$ cat src/rtl/lcd_pkg.sv
// Shared constants, state encoding and timing helpers for the HD44780 character-LCD controller.
package lcd_pkg;

   localparam logic [7:0] CMD_CLEAR     = 8'h01;
   localparam logic [7:0] CMD_HOME      = 8'h02;
   localparam logic [7:0] CMD_ENTRY_INC = 8'h06;
   localparam logic [7:0] CMD_DISP_OFF  = 8'h08;
   localparam logic [7:0] CMD_DISP_ON   = 8'h0C;
   localparam logic [7:0] FUNC_SET_BASE = 8'h20;
   localparam logic [7:0] FS_DL         = 8'h10;
   localparam logic [7:0] FS_N          = 8'h08;

   typedef enum logic [2:0] {
      PWR_WAIT  = 3'd0,
      INIT      = 3'd1,
      IDLE      = 3'd2,
      SETUP     = 3'd3,
      E_HIGH    = 3'd4,
      HOLD      = 3'd5,
      EXEC_WAIT = 3'd6
   } state_t;

   function automatic int cycles_per_us(input int clk_hz);
      int c;
      c = clk_hz / 1_000_000;
      return (c < 1) ? 1 : c;
   endfunction

   function automatic int us_to_cycles(input int us, input int clk_hz);
      return us * cycles_per_us(clk_hz);
   endfunction

endpackage

$ cat src/rtl/lcd_delay_timer.sv
// Loadable down-counter; a state that loads N lasts exactly N cycles (done on the last one).
module lcd_delay_timer
   import lcd_pkg::*;
#(
   parameter int W = 16
) (
   input  logic         clk,
   input  logic         load,
   input  logic [W-1:0] load_value,
   output logic         done
);

   logic [W-1:0] count;

   always_ff @(posedge clk) begin
      if (load)
         count <= load_value;
      else if (count != '0)
         count <= count - W'(1);
   end

   assign done = (count <= W'(1));

endmodule

$ cat src/rtl/lcd_ctrl.sv
// HD44780 character-LCD controller: power-on init sequencer, valid/ready write port,
// 8- or 4-bit bus, execution delays derived from the clock frequency.
module lcd_ctrl
   import lcd_pkg::*;
#(
   parameter int CLK_FREQ_HZ = 50_000_000,
   parameter int BUS_WIDTH   = 8,
   parameter int NUM_LINES   = 2,
   parameter int POWERUP_US  = 20000,
   parameter int CMD_US      = 50,
   parameter int CLEAR_US    = 1700
) (
   input  logic                 clk,
   input  logic                 rst,
   input  logic                 wr_valid,
   output logic                 wr_ready,
   input  logic                 wr_rs,
   input  logic [7:0]           wr_data,
   output logic                 init_done,
   output logic                 lcd_rs,
   output logic                 lcd_rw,
   output logic                 lcd_e,
   output logic [BUS_WIDTH-1:0] lcd_data
);

   localparam int US     = cycles_per_us(CLK_FREQ_HZ);
   localparam int MAX_US = (POWERUP_US > CLEAR_US) ? ((POWERUP_US > 4100) ? POWERUP_US : 4100)
                                                   : ((CLEAR_US > 4100) ? CLEAR_US : 4100);
   localparam int TW     = $clog2(MAX_US * US + 1);

   localparam logic [TW-1:0] T_STROBE = TW'(US);
   localparam logic [TW-1:0] T_PWR    = TW'(us_to_cycles(POWERUP_US, CLK_FREQ_HZ));
   localparam logic [TW-1:0] T_CMD    = TW'(us_to_cycles(CMD_US, CLK_FREQ_HZ));
   localparam logic [TW-1:0] T_CLEAR  = TW'(us_to_cycles(CLEAR_US, CLK_FREQ_HZ));
   localparam logic [TW-1:0] T_4100   = TW'(us_to_cycles(4100, CLK_FREQ_HZ));
   localparam logic [TW-1:0] T_100    = TW'(us_to_cycles(100, CLK_FREQ_HZ));

   localparam logic [7:0] WAKE     = FUNC_SET_BASE | FS_DL;
   localparam logic [7:0] FUNC_SET = FUNC_SET_BASE | ((BUS_WIDTH == 8) ? FS_DL : 8'h00)
                                                   | ((NUM_LINES == 2) ? FS_N : 8'h00);
   localparam logic [3:0] LAST_STEP = 4'd8;

   generate
      if (BUS_WIDTH != 8 && BUS_WIDTH != 4) begin : g_bad_bus_width
         $error("lcd_ctrl: BUS_WIDTH must be 8 or 4");
      end
   endgenerate

   // Clear and home need the long execution wait; everything else the short one.
   function automatic logic [TW-1:0] exec_wait(input logic rs, input logic [7:0] b);
      return (!rs && (b == CMD_CLEAR || b == CMD_HOME || b == 8'h03)) ? T_CLEAR : T_CMD;
   endfunction

   // In 4-bit mode the nibble is presented on D7..D4, i.e. the whole narrow bus.
   function automatic logic [BUS_WIDTH-1:0] bus_word(input logic [7:0] b, input logic hi);
      logic [7:0] s;
      s = hi ? b : {b[3:0], 4'h0};
      return s[7 -: BUS_WIDTH];
   endfunction

   state_t          state, state_n;
   logic [3:0]      step;
   logic            in_init;
   logic            init_done_r;
   logic [7:0]      cur_byte;
   logic [TW-1:0]   cur_wait;
   logic            single;
   logic            nib_lo;

   logic            tmr_load, tmr_done;
   logic [TW-1:0]   tmr_val;
   logic            start_init, accept, next_nib, step_adv, finish_init;
   logic [7:0]      init_byte;
   logic [TW-1:0]   init_wait;
   logic            init_single;

   lcd_delay_timer #(.W(TW)) u_timer (
      .clk        (clk),
      .load       (rst | tmr_load),
      .load_value (rst ? T_PWR : tmr_val),
      .done       (tmr_done)
   );

   always_comb begin
      init_byte   = CMD_DISP_ON;
      init_wait   = T_CMD;
      init_single = 1'b0;
      case (step)
         4'd0: begin init_byte = WAKE;          init_wait = T_4100; init_single = 1'b1; end
         4'd1: begin init_byte = WAKE;          init_wait = T_100;  init_single = 1'b1; end
         4'd2: begin init_byte = WAKE;          init_wait = T_CMD;  init_single = 1'b1; end
         4'd3: begin init_byte = FUNC_SET_BASE; init_wait = T_CMD;  init_single = 1'b1; end
         4'd4: begin init_byte = FUNC_SET;      init_wait = exec_wait(1'b0, FUNC_SET); end
         4'd5: begin init_byte = CMD_DISP_OFF;  init_wait = exec_wait(1'b0, CMD_DISP_OFF); end
         4'd6: begin init_byte = CMD_CLEAR;     init_wait = exec_wait(1'b0, CMD_CLEAR); end
         4'd7: begin init_byte = CMD_ENTRY_INC; init_wait = exec_wait(1'b0, CMD_ENTRY_INC); end
         default: ;
      endcase
   end

   always_comb begin
      state_n     = state;
      tmr_load    = 1'b0;
      tmr_val     = T_STROBE;
      start_init  = 1'b0;
      accept      = 1'b0;
      next_nib    = 1'b0;
      step_adv    = 1'b0;
      finish_init = 1'b0;
      case (state)
         PWR_WAIT: if (tmr_done) state_n = INIT;
         INIT: begin
            state_n    = SETUP;
            tmr_load   = 1'b1;
            start_init = 1'b1;
         end
         IDLE: if (wr_valid && init_done_r) begin
            state_n  = SETUP;
            tmr_load = 1'b1;
            accept   = 1'b1;
         end
         SETUP: if (tmr_done) begin
            state_n  = E_HIGH;
            tmr_load = 1'b1;
         end
         E_HIGH: if (tmr_done) begin
            state_n  = HOLD;
            tmr_load = 1'b1;
         end
         HOLD: if (tmr_done) begin
            tmr_load = 1'b1;
            // Low nibble follows immediately; no execution wait between halves.
            if (BUS_WIDTH == 4 && !single && !nib_lo) begin
               state_n  = SETUP;
               next_nib = 1'b1;
            end else begin
               state_n = EXEC_WAIT;
               tmr_val = cur_wait;
            end
         end
         EXEC_WAIT: if (tmr_done) begin
            if (!in_init) begin
               state_n = IDLE;
            end else if (step == LAST_STEP) begin
               state_n     = IDLE;
               finish_init = 1'b1;
            end else begin
               state_n  = INIT;
               step_adv = 1'b1;
            end
         end
         default: state_n = PWR_WAIT;
      endcase
   end

   always_ff @(posedge clk) begin
      if (rst) begin
         state       <= PWR_WAIT;
         step        <= 4'd0;
         in_init     <= 1'b1;
         init_done_r <= 1'b0;
         lcd_rs      <= 1'b0;
         lcd_data    <= '0;
      end else begin
         state <= state_n;
         // The lone 4-bit switch nibble is skipped on an 8-bit bus.
         if (step_adv)
            step <= (step == 4'd2 && BUS_WIDTH == 8) ? 4'd4 : step + 4'd1;
         if (finish_init) begin
            init_done_r <= 1'b1;
            in_init     <= 1'b0;
         end
         if (start_init) begin
            lcd_rs   <= 1'b0;
            lcd_data <= bus_word(init_byte, 1'b1);
         end else if (accept) begin
            lcd_rs   <= wr_rs;
            lcd_data <= bus_word(wr_data, 1'b1);
         end else if (next_nib) begin
            lcd_data <= bus_word(cur_byte, 1'b0);
         end
      end
      if (start_init) begin
         cur_byte <= init_byte;
         cur_wait <= init_wait;
         single   <= init_single;
         nib_lo   <= 1'b0;
      end else if (accept) begin
         cur_byte <= wr_data;
         cur_wait <= exec_wait(wr_rs, wr_data);
         single   <= 1'b0;
         nib_lo   <= 1'b0;
      end else if (next_nib) begin
         nib_lo <= 1'b1;
      end
   end

   assign wr_ready  = (state == IDLE) && init_done_r;
   assign init_done = init_done_r;
   assign lcd_e     = (state == E_HIGH);
   assign lcd_rw    = 1'b0;

endmodule
$ cat config.mk
export PLATFORM = sky130hd
export DESIGN_NAME = lcd_ctrl
export DESIGN_NICKNAME = d
export VERILOG_FILES = /design/src/rtl/lcd_pkg.sv /design/src/rtl/lcd_delay_timer.sv /design/src/rtl/lcd_ctrl.sv
export SDC_FILE = /design/constraint.sdc
export NUM_CORES = 1
export LEC_CHECK = 0
export CORE_MARGIN = 5
export CORE_UTILIZATION = 25
export DETAILED_ROUTE_END_ITERATION = 10
export PLACE_DENSITY = 0.39
export SLEW_MARGIN = 20
export SYNTH_ARGS = -nofsm -noshare
export SYNTH_HDL_FRONTEND = slang
export SYNTH_HIERARCHICAL = 1
export SYNTH_SLANG_ARGS = --single-unit
$ cat constraint.sdc
create_clock -name clk -period 11.1 [get_ports clk]
set_input_delay 3.33 -clock clk [delete_from_list [all_inputs] [get_ports clk]]
set_output_delay 3.33 -clock clk [all_outputs]
set_load 0.005 [all_outputs]
=== Word-level counts from Yosys, hierarchy flattened ===
Index checks and enable logic that the tools add are counted.

* Register bits after elaboration: 58
* Input bits: 12
* Output and inout port bits: 13
* Word-level logic and storage cells: 85

* Add/sub/neg operators: 2
* $lt $le $gt $ge: 1
* Eq/ne operators: 23
* Mux-type cells: 35
* Bitwise operators: 1
* Reductions and logical operators: 15

{| class="wikitable"
|+ Operators with widths
! kind !! number
|-
| 2-to-1 mux 20 bit || 7
|-
| one-hot mux 18 bit (3 select lines) || 1
|-
| one-hot mux 6 bit (6 select lines) || 1
|-
| one-hot mux 3 bit (7 select lines) || 1
|-
| <= comparator 20 x 1 -> 1 bit (second input constant) || 1
|-
| nonzero test 20 bit || 1
|-
| subtractor 20 x 1 -> 20 bit (second input constant) || 1
|-
| 2-to-1 mux 3 bit || 6
|-
| 2-to-1 mux 17 bit || 1
|-
| equality test 4 x 3 -> 1 bit (second input constant) || 4
|-
| equality test 8 x 2 -> 1 bit (second input constant) || 2
|-
| 2-to-1 mux 8 bit || 2
|-
| 2-to-1 mux 1 bit || 12
|-
| inequality test 2 bit (second input constant) || 5
|-
| equality test 3 bit (second input constant) || 3
|-
| equality test 4 x 2 -> 1 bit (second input constant) || 2
|-
| equality test 8 x 1 -> 1 bit (second input constant) || 1
|-
| equality test 3 x 2 -> 1 bit (second input constant) || 2
|-
| AND reduction 6 bit || 1
|-
| OR reduction 3 bit || 2
|-
| adder 4 x 1 -> 4 bit (second input constant) || 1
|-
| equality test 4 x 1 -> 1 bit (second input constant) || 1
|-
| equality test 4 bit (second input constant) || 1
|-
| zero test 4 bit || 1
|-
| 12 further kinds || 17
|}

=== Longest topological paths before layout ===
Gate-level depths: netlist (run 1).

* Word-level depth: 7
* Mapped depth: 12
* Mapped depth without buffers: 9

=== Hierarchy ===
Netlist (run 1), hierarchy kept.

{| class="wikitable"
|+ Modules (own cells, without submodules)
! module !! instances !! cells each !! area each (µm²) !! seq. area each (µm²)
|-
| lcd_ctrl || 1 || 171 || 1,581.5 || 660.6
|-
| lcd_delay_timer || 1 || 121 || 1,248.7 || 600.6
|}

=== Least setup slack after synthesis (run 1) ===
Ideal clock, no wire load.

* Path type: input -> register
* From: in rst
* To: reg u_timer.count[0], enable pin
* Library setup time: 0.452 ns
* Data arrival time: 4.989 ns
* Required time: 10.648 ns
* Slack: 5.658 ns
* Stages on the path: 6
* Buffers on the path: 2
* Cell sequence: inv_1 clkbuf_1 o221ai_1 inv_1 clkbuf_1 nand3_1

* Cells in the longest elaborated chain, start to end: 2

{| class="wikitable"
|+ RTL lines
! element !! RTL line !! text
|-
| from (decl) || lcd_ctrl.sv:14 || <nowiki>input logic rst,</nowiki>
|-
| bitwise OR 1 bit || lcd_ctrl.sv:79 || <nowiki>.load (rst | tmr_load),</nowiki>
|-
| nonzero test 2 bit (no line) || -- ||
|-
| to (signal assigned) || lcd_delay_timer.sv:17 || <nowiki>count <= load_value;</nowiki>
|-
| to (signal assigned) || lcd_delay_timer.sv:19 || <nowiki>count <= count - W'(1);</nowiki>
|-
| to (decl) || lcd_delay_timer.sv:13 || <nowiki>logic [W-1:0] count;</nowiki>
|}

No other way between the ends.
A chain may end at the register's enable or synchronous reset.

=== Worst setup path in the final report (run 1) ===
* From: in rst
* To: reg u_timer.count[9], enable pin

The elaborated chain is that of the path after synthesis.

==> flow_metrics.env, run 1 <==
export IMPL_status="complete, no violations"
export IMPL_drtAntennaViolNets=0
export IMPL_initialDrtViolationCount=98
export IMPL_syn_avg_cell_area_sq_um=9.69
export IMPL_nets=320
export IMPL_power_frac_seq_pct=46.7
export IMPL_postCtsSetupBuffers=0
export IMPL_overflow=0
export IMPL_clock_latency_ns=0.29
export IMPL_syn_area_sq_mm=0.00283
export IMPL_slew_violations=0
export IMPL_min_from="lcd_data[7]"
export IMPL_numPlacedInstances=438
export IMPL_cts_tree="built"
export IMPL_worstSetupPathType="input pin to flop"
export IMPL_max_vdd_ir_drop_v=0.0000647
export IMPL_cp_slowest_cell="nand3_1"
export IMPL_synth_seq_cells=48
export IMPL_clkTransAtPathRegs_ns=0.07
export IMPL_die_h_um=116
export IMPL_worst_pin_slew_ns=0.990
export IMPL_cts_sinks=48
export IMPL_fp_coreArea_sq_mm=0.0110
export IMPL_rr_startpoint="u_timer/count[13]"
export IMPL_path_buf_inv=3
export IMPL_synth_async_reset_ratio_pct=0
export IMPL_antenna_found_initial=0
export IMPL_r2r_setup_slack_ns=6.35
export IMPL_io_buffers=23
export IMPL_grt_max_degree=27
export IMPL_cts_root_buf="clkbuf_16"
export IMPL_htree_levels=2
export IMPL_critical_path_top_delay_family="buffers and inverters"
export IMPL_cp_end_kind="flop"
export IMPL_cp_max_fo=26
export IMPL_n_antenna_cell=0
export IMPL_wirelength_um=6720
export IMPL_swShare_pct=33.7
export IMPL_grt_first_pass_wirelength_um=11500
export IMPL_max_cap_viol_count=0
export IMPL_syn_inst=292
export IMPL_setup_viol_count_final=0
export IMPL_power_internal_w=0.000405
export IMPL_synthFlopType="edfxtp_1"
export IMPL_fin_crit_ns=6.82
export IMPL_clkPwrFrac_pct=24.7
export IMPL_area_delta_synth_final_pct=16.5
export IMPL_viasPerCell=4.78
export IMPL_drive_gt1_share_pct=9.80
export IMPL_power_density_mw_per_mm2=185
export IMPL_p_comb_share_pct=28.6
export IMPL_grt_util_all_layers_pct=10.6
export IMPL_p_leak_nw=1.12
export IMPL_cts_resized=0
export IMPL_routabilityCongestion=0.728
export IMPL_dpl_hpwl_um=4710
export IMPL_worst_slack_ns=4.28
export IMPL_start_util_pct=25.8
export IMPL_startpoint="rst"
export IMPL_fin_skew_ns=0.00508
export IMPL_fmax_mhz=147
export IMPL_synth_edf_count=30
export IMPL_clockBufferDepth=2
export IMPL_path_common_cell="inv_1"
export IMPL_fillCellCount=1156
export IMPL_max_stage_delay_ns=0.82
export IMPL_final_hold_violation_count=0
export IMPL_layout_common_cells="nand2_1, edfxtp_1, o21ai_0"
export IMPL_yosysSeqAreaShare_pct=44.6
export IMPL_ioPinCount=25
export IMPL_ys_warn_count=6
export IMPL_final_core_util_pct=30.0
export IMPL_die_w_um=116
export IMPL_fp_row_count=38
export IMPL_worstPathRequired_ns=10.86
export IMPL_num_vias=2133
export IMPL_layout_commonest_cell="nand2_1"
export IMPL_worstRegToRegCells=8
export IMPL_routed_top_layer="met4"
export IMPL_drc=0
export IMPL_min_period_over_period_pct=61.4
export IMPL_numCtsBuffers=5
export IMPL_grt_setup_unrepaired="no"
export IMPL_pre_cts_ws_ns=3.79
export IMPL_final_instance_count_excl_fill=446
export IMPL_power_switching_w=0.000205
export IMPL_route_met3_wl_um=224
export IMPL_wl_met2_um=3090
export IMPL_hold_path_class="flop to flop"
export IMPL_total_power_w=0.000610
export IMPL_worstPathCellList="clkdlybuf4s50_1 > inv_1 > o221ai_2 > inv_1 > nand3_1"
export IMPL_worstReg2RegEnd="u_timer/count[9]"
export IMPL_cp_endpoint="u_timer/count[9]"
export IMPL_slew_headroom_pct=33.8
export IMPL_ys_types=68
export IMPL_grt_pass1_vias=2198
export IMPL_startpoint_type="input pin"
export IMPL_tns_ns=0
export IMPL_first_pass_iters=4
export IMPL_wire_per_inst_um=15.1
export IMPL_critPathArrivalTime_ns=6.57
export IMPL_m1WireLength_um=3370
export IMPL_holdBufCountCts=0
export IMPL_die_area_sq_mm=0.0135
export IMPL_cp_num_cells=5
## routing by layer
metal	track usage, %	vias to the layer above
li1	-	1112
met1	14.2	984
met2	17.7	32
met3	2.64	5
met4	1.62	0
met5	0	-
## cell usage after synthesis, drive strengths merged, types with 2 or more instances
| cell type | count | share of area (%) |
|---|---|---|
| xor2 | 8 | 2.5 |
| nand2 | 34 | 4.6 |
| o21ai | 27 | 4.9 |
| or3 | 5 | 1.4 |
| nand4 | 3 | 0.88 |
| inv | 10 | 1.3 |
| a211o | 2 | 0.62 |
| o21a | 3 | 0.80 |
| clkbuf | 9 | 1.2 |
| nand3 | 8 | 1.4 |
| o2111a | 2 | 0.84 |
| nand4b | 3 | 0.93 |
| dfxtp | 18 | 13 |
| o31a | 3 | 0.93 |
| a21o | 2 | 0.53 |
| and3 | 10 | 2.2 |
| a2111oi | 2 | 1.1 |
| edfxtp | 30 | 32 |
| nor2b | 6 | 1.3 |
| nor4b | 2 | 0.84 |
| or4 | 3 | 0.80 |
| nor3 | 11 | 2.9 |
| buf | 10 | 2.1 |
| nor2 | 18 | 2.4 |
| nand2b | 2 | 0.44 |
| and4b | 2 | 0.71 |
| nor4 | 3 | 1.7 |
| ha | 3 | 1.3 |
| o211a | 3 | 1.1 |
| xnor2 | 5 | 1.5 |
| nor3b | 2 | 1.1 |
| o31ai | 4 | 1.1 |
| a21oi | 12 | 2.1 |
| a31oi | 9 | 2.0 |
## through the flow
step	instance area [sq um]	hold WS, ns
3_5_place_dp	3160	0.469
2_1_floorplan	2840	0.465
5_1_grt	3300	0.497
3_3_place_gp	3160	0.477
6_report	3300	0.482
4_1_cts	3300	0.485
## cell families (layout without fill, tap and decap cells)
family,count (synthesis),after routing,synth area share [%]
simple gates,116,116,24.9
compound gates,79,79,19.3
flops,48,48,44.6
buf+inv,29,41,4.64
xor+xnor,13,13,4.02
fa+ha+maj,4,4,1.68
mux,2,2,0.752
other cells,1,3,0.132
## state kept, by name (all words and copies together), names as in the netlist
name and count:
init_done 1, lcd_data 8, state 3, in_init 1, cur_wait 10, lcd_rs 1
step 4, u_timer/count 20
## power groups by stage
stage	clock (W)	sequential, W	combinational [W]
finish	0.000151	0.000285	0.000175
CTS	0.000157	0.000285	0.000178
global placement	0	0.000289	0.000177
global route	0.000165	0.000292	0.000198
detailed placement	0	0.000288	0.000177
floorplan	0	0.000273	0.000135
## how the worst min path moves through the flow
stage	slack, ns	endpoint	depth (start not counted)
after floorplan	0.46	in_init	1
after global placement	0.48	lcd_rs	2
after detailed placement	0.47	lcd_data[7]	2
after CTS	0.49	lcd_data[7]	2
after global routing	0.50	lcd_data[7]	2
final	0.48	lcd_data[7]	2
## worst reg2reg max path, delay by kind of cell (launching register included)
family | cells | cell delay (ns)
simple gates | 4 | 1.96
flops | 1 | 0.48
buf+inv | 1 | 0.48
compound gates | 3 | 1.45
## cell type report
type | count | area, sq um | area share (%)
multi-input cells | 217 | 1450 | 44.0
clock buffers | 5 | 125 | 3.79
repair buffers | 23 | 230 | 6.98
well taps | 140 | 175 | 5.31
inverters | 10 | 37.5 | 1.14
flip-flops and latches | 48 | 1260 | 38.2
clock inverters | 3 | 17.5 | 0.531
Note: power is estimated with default switching activity, not from simulation.
==> run 2, diff against run 1 <==
- PLACE_DENSITY: 0.39 -> 0.4
- clock period: 11.1 -> 5.6 ns (I/O delays scaled with it)
==> run 2 against run 1 <==
First-iteration DRC count is 11% higher. Largest cell class unchanged. Critical endpoint is now wr_ready. Sequential share of layout area is 0.30 points lower. Total power up 98%.
==> flow_metrics.env, run 2 (synthesis results as in run 1) <==
export IMPL_area_delta_synth_final_pct=17.5
export IMPL_initialDrtViolationCount=109
export IMPL_grt_setup_unrepaired="no"
export IMPL_slew_headroom_pct=57.1
export IMPL_routabilityCongestion=0.751
export IMPL_clkPwrFrac_pct=23.9
export IMPL_power_switching_w=0.000404
export IMPL_nets=324
export IMPL_holdBufCountCts=0
export IMPL_first_pass_iters=4
export IMPL_worstSetupPathType="flop to primary output"
export IMPL_cts_resized=0
export IMPL_wirelength_um=6820
export IMPL_worst_pin_slew_ns=0.644
export IMPL_p_leak_nw=1.14
export IMPL_layout_common_cells="nand2_1, edfxtp_1, o21ai_0"
export IMPL_viasPerCell=4.91
export IMPL_hold_worst_slack_ns=0.479
export IMPL_top_regs="u_timer/count: 20 flops, cur_wait: 10 flops, lcd_data: 8 flops"
export IMPL_cts_sinks=48
export IMPL_ioPinCount=25
export IMPL_clkTransAtPathRegs_ns=0.06
export IMPL_hold_path_class="flop to flop"
export IMPL_fmax_mhz=251
export IMPL_fp_coreArea_sq_mm=0.0110
export IMPL_cts_tree="built"
export IMPL_grt_pass1_vias=2233
export IMPL_dpl_hpwl_um=4910
export IMPL_clockBufferDepth=2
export IMPL_worstPathRequired_ns=3.92
export IMPL_io_buffers=23
export IMPL_cp_max_fo=16
export IMPL_layout_commonest_cell="nand2_1"
export IMPL_m1WireLength_um=3300
export IMPL_swShare_pct=33.5
export IMPL_overflow=0
export IMPL_cp_slowest_cell="dfxtp_1"
export IMPL_drive_gt1_share_pct=11.0
export IMPL_grt_util_all_layers_pct=10.4
export IMPL_fin_skew_ns=0.00655
export IMPL_critPathArrivalTime_ns=2.31
export IMPL_wl_met2_um=3260
export IMPL_worstPathCellList="nand4bb_1 > inv_2 > clkdlybuf4s50_1"
export IMPL_setup_viol_count_final=0
export IMPL_clock_latency_ns=0.28
export IMPL_path_buf_inv=2
export IMPL_critical_path_top_delay_family="buffers and inverters"
export IMPL_fin_area_sq_mm=0.00332
export IMPL_p_comb_share_pct=29.0
export IMPL_total_power_w=0.00121
export IMPL_fp_row_count=38
export IMPL_die_area_sq_mm=0.0135
export IMPL_drc=0
export IMPL_route_met3_wl_um=214
export IMPL_die_w_um=116
export IMPL_grt_max_degree=27
export IMPL_status="complete, no violations"
export IMPL_min_period_over_period_pct=71.2
export IMPL_max_vdd_ir_drop_v=0.000125
export IMPL_numCtsBuffers=5
export IMPL_final_instance_count_excl_fill=450
export IMPL_slew_violations=0
export IMPL_power_internal_w=0.000802
export IMPL_n_antenna_cell=0
export IMPL_max_stage_delay_ns=0.67
export IMPL_grt_first_pass_wirelength_um=11300
export IMPL_die_h_um=116
export IMPL_cts_root_buf="clkbuf_16"
export IMPL_startpoint_type="flop"
export IMPL_final_hold_violation_count=0
export IMPL_numPlacedInstances=442
export IMPL_postCtsSetupBuffers=0
export IMPL_largest_reg_flops=20
export IMPL_drtAntennaViolNets=0
export IMPL_num_vias=2211
export IMPL_routed_top_layer="met4"
export IMPL_antenna_found_initial=0
export IMPL_cp_end_kind="primary output"
export IMPL_start_util_pct=25.8
export IMPL_htree_levels=2
export IMPL_max_cap_viol_count=0
export IMPL_power_frac_seq_pct=47.1
export IMPL_fin_crit_ns=3.99
export IMPL_regMostFlops="u_timer/count"
export IMPL_tns_ns=0
export IMPL_wire_per_inst_um=15.1
export IMPL_post_dp_cell_area_sq_mm=0.00319
export IMPL_power_density_mw_per_mm2=363
## run 2: stage by stage
stage / setup WS, ns / utilization, %
after floorplan: 1.81 / -
after global placement: 1.56 / 29.0
after detailed placement: 1.47 / 29.0
after CTS: 1.63 / 30.3
after global routing: 1.47 / 30.3
final: 1.61 / 30.3
## run 2: final cells by class
type | instances | area, sq um
multi-input cells | 217 | 1450
inverters | 10 | 37.5
fillers | 1165 | 7660
clock buffers | 5 | 125
clock inverters | 3 | 13.8
repair buffers | 27 | 260
flip-flops and latches | 48 | 1260
well taps | 140 | 175
## run 2: worst reg2reg max path, cell delays in order (launching register included)
cell	delay, ns
edfxtp_1	0.48
or3_1	0.48
or3_4	0.41
nor3_1	0.22
o21a_1	0.50
mux2i_1	0.17
o221ai_2	0.19
buf_4	0.28
inv_1	0.28
nand3_1	0.18
buf_4	0.22
## run 2: power groups by stage
| stage | registers [W] | clock network, W | logic, W |
|---|---|---|---|
| after floorplan | 0.000542 | 0 | 0.000268 |
| after global placement | 0.000575 | 0 | 0.000354 |
| after detailed placement | 0.000575 | 0 | 0.000354 |
| after CTS | 0.000569 | 0.000300 | 0.000357 |
| after global routing | 0.000582 | 0.000316 | 0.000394 |
| final | 0.000568 | 0.000289 | 0.000350 |
## run 2: per-layer routing
metal	vias up	global-route usage [%]
li1	1120	-
met5	-	0
met4	0	2.55
met3	4	2.44
met1	1054	13.7
met2	33	17.4
## run 2: worst paths after layout
| check | start | endpoint | slack, ns | cells past startpoint |
|---|---|---|---|---|
| worst max-delay path | state[1] | wr_ready | 1.61 | 3 |
| worst min-delay path | lcd_rs | lcd_rs | 0.48 | 2 |
| worst max register to register | u_timer/count[13] | u_timer/count[8] | 1.89 | 10 |
| worst min register to register | lcd_rs | lcd_rs | 0.48 | 2 |
==> run 3, diff against run 2 <==
- clock period: 5.6 -> 3.6 ns (I/O delays scaled with it)
==> run 3 against run 2 <==
Utilization rose by 0.63 points. Combinational power grew 65%. Total power increased by 65%. Flip-flop and latch count stayed put. First-iteration DRC count fell by 12%. Cell area grew 2.1%. Global-route usage increased by 0.32 points. Clock skew increased by 0.00078 ns. Routed wire length grew 0.25%. Non-clock buffer count rose by 4. Critical path type is now flop to flop. Critical path depth grew 5. Sequential power increased by 52%.
==> flow_metrics.env, run 3 (synthesis results as in run 1) <==
export IMPL_multiInputGateArea_sq_mm=0.00146
export IMPL_n_antenna_cell=0
export IMPL_final_instance_count_excl_fill=454
export IMPL_p_comb_share_pct=29.0
export IMPL_slew_violations=0
export IMPL_fin_skew_ns=0.00733
export IMPL_first_pass_iters=4
export IMPL_startpoint_type="flop"
export IMPL_clockBufferDepth=2
export IMPL_swShare_pct=32.8
export IMPL_cp_endpoint="u_timer/count[17]"
export IMPL_postCtsSetupBuffers=0
export IMPL_initialDrtViolationCount=96
export IMPL_grt_setup_unrepaired="no"
export IMPL_fillCellCount=1142
export IMPL_cts_resized=0
export IMPL_cp_max_fo=20
export IMPL_power_density_mw_per_mm2=586
export IMPL_p_leak_nw=1.17
export IMPL_status="complete, no violations"
export IMPL_drive_gt1_share_pct=12.7
export IMPL_fin_crit_ns=2.99
export IMPL_clkPwrFrac_pct=27.6
export IMPL_power_switching_w=0.000652
export IMPL_power_internal_w=0.00134
export IMPL_worstRegToRegCells=8
export IMPL_drtAntennaViolNets=0
export IMPL_num_vias=2239
export IMPL_critPathArrivalTime_ns=2.92
export IMPL_die_area_sq_mm=0.0135
export IMPL_worstSetupPathType="flop to flop"
export IMPL_min_period_over_period_pct=83.2
export IMPL_cts_tree="built"
export IMPL_antenna_found_initial=0
export IMPL_worstReg2RegEnd="u_timer/count[17]"
export IMPL_clkTransAtPathRegs_ns=0.07
export IMPL_top_regs="u_timer/count: 20 flops, cur_wait: 10 flops, lcd_data: 8 flops"
export IMPL_cp_end_kind="flop"
export IMPL_startpoint="u_timer/count[13]"
export IMPL_power_frac_seq_pct=43.3
export IMPL_layout_common_cells="nand2_1, edfxtp_1, o21ai_0"
export IMPL_io_buffers=23
export IMPL_wire_per_inst_um=15.0
export IMPL_fp_coreArea_sq_mm=0.0110
export IMPL_slew_headroom_pct=57.8
export IMPL_hold_path_class="flop to flop"
export IMPL_setup_viol_count_final=0
export IMPL_grt_max_degree=26
export IMPL_clock_latency_ns=0.29
export IMPL_cts_root_buf="clkbuf_16"
export IMPL_max_stage_delay_ns=0.46
export IMPL_start_util_pct=25.8
export IMPL_layout_commonest_cell="nand2_1"
export IMPL_numPlacedInstances=446
export IMPL_routabilityCongestion=0.734
export IMPL_die_w_um=116
export IMPL_largest_reg_flops=20
export IMPL_post_dp_cell_area_sq_mm=0.00322
export IMPL_area_delta_synth_final_pct=19.9
export IMPL_cts_sinks=48
export IMPL_register_area_sq_mm=0.00126
export IMPL_grt_pass1_vias=2226
export IMPL_r2r_setup_slack_ns=0.61
export IMPL_holdBufCountCts=0
export IMPL_dpl_hpwl_um=4880
export IMPL_grt_util_all_layers_pct=10.8
export IMPL_nets=328
export IMPL_worstPathCellList="or3_1 > or3_4 > nor3_1 > o21a_1 > mux2i_1 > o221ai_2 > inv_1 > nand3_2"
export IMPL_max_vdd_ir_drop_v=0.000245
export IMPL_ioPinCount=25
export IMPL_max_cap_viol_count=0
export IMPL_worstPathRequired_ns=3.53
export IMPL_viasPerCell=4.93
export IMPL_fmax_mhz=334
export IMPL_fin_area_sq_mm=0.00339
export IMPL_overflow=0
export IMPL_rr_startpoint="u_timer/count[13]"
export IMPL_numCtsBuffers=5
export IMPL_wirelength_um=6830
export IMPL_tns_ns=0
export IMPL_htree_levels=2
export IMPL_regMostFlops="u_timer/count"
export IMPL_cp_slowest_cell="or3_1"
export IMPL_die_h_um=116
export IMPL_drc=0
export IMPL_grt_first_pass_wirelength_um=11500
export IMPL_worst_pin_slew_ns=0.633
export IMPL_final_hold_violation_count=0
export IMPL_fp_row_count=38
[run 3: changes by cell type in the layout (fill, tap and decap cells not counted), sizes merged]
| cell | delta |
|---|---|
| bufinv | +1 |
| clkinv | -1 |
| buf | +4 |
[run 3: power groups by stage]
stage / logic [W] / registers, W / clock network (W)
after floorplan: 0.000419 / 0.000843 / 0
after global placement: 0.000581 / 0.000876 / 0
after detailed placement: 0.000581 / 0.000872 / 0
after CTS: 0.000585 / 0.000863 / 0.000560
after global routing: 0.000644 / 0.000881 / 0.000587
final: 0.000577 / 0.000862 / 0.000550
[run 3: worst min path at each step]
stage	slack, ns	endpoint	from	depth (start not counted)
detailed placement	0.47	lcd_data[7]	lcd_data[7]	2
global route	0.52	lcd_data[7]	lcd_data[7]	2
floorplan	0.46	in_init	in_init	1
CTS	0.49	lcd_data[7]	lcd_data[7]	2
global placement	0.49	lcd_data[7]	lcd_data[7]	2
finish	0.49	lcd_rs	lcd_rs	2
[run 3: metrics by stage]
stage	setup slack, ns	hold slack, ns	utilization (%)	total power, W
global placement	0.644	0.488	29.3	0.00146
detailed placement	0.588	0.473	29.3	0.00145
global route	0.387	0.522	30.9	0.00211
finish	0.606	0.487	30.9	0.00199
floorplan	0.0780	0.465	-	0.00126
CTS	0.571	0.492	30.9	0.00201
[run 3: cell type report]
| cell class | instances | share of cell area [%] |
|---|---|---|
| Tap cell | 140 | 5.16 |
| Multi-Input combinational cell | 217 | 42.9 |
| Sequential cell | 48 | 37.2 |
| Timing Repair Buffer | 31 | 8.55 |
| Clock inverter | 3 | 1.40 |
| Inverter | 10 | 1.11 |
| Clock buffer | 5 | 3.69 |
[run 3: metal layers]
| metal | wire length, um | GRT usage, % |
|---|---|---|
| met1 | 3340 | 14.1 |
| met2 | 3160 | 17.4 |
| met3 | 247 | 2.80 |
| met4 | 85 | 3.25 |
| met5 | 0 | 0 |
[run 3: worst max-delay path: cells and delay by family (launching register included)]
family	cells	cell delay (ns)
buffers and inverters	1	0.09
multiplexers	1	0.10
AND/OR/NAND/NOR	4	1.51
flip-flops	1	0.45
AO/OA/AOI/OAI	2	0.46
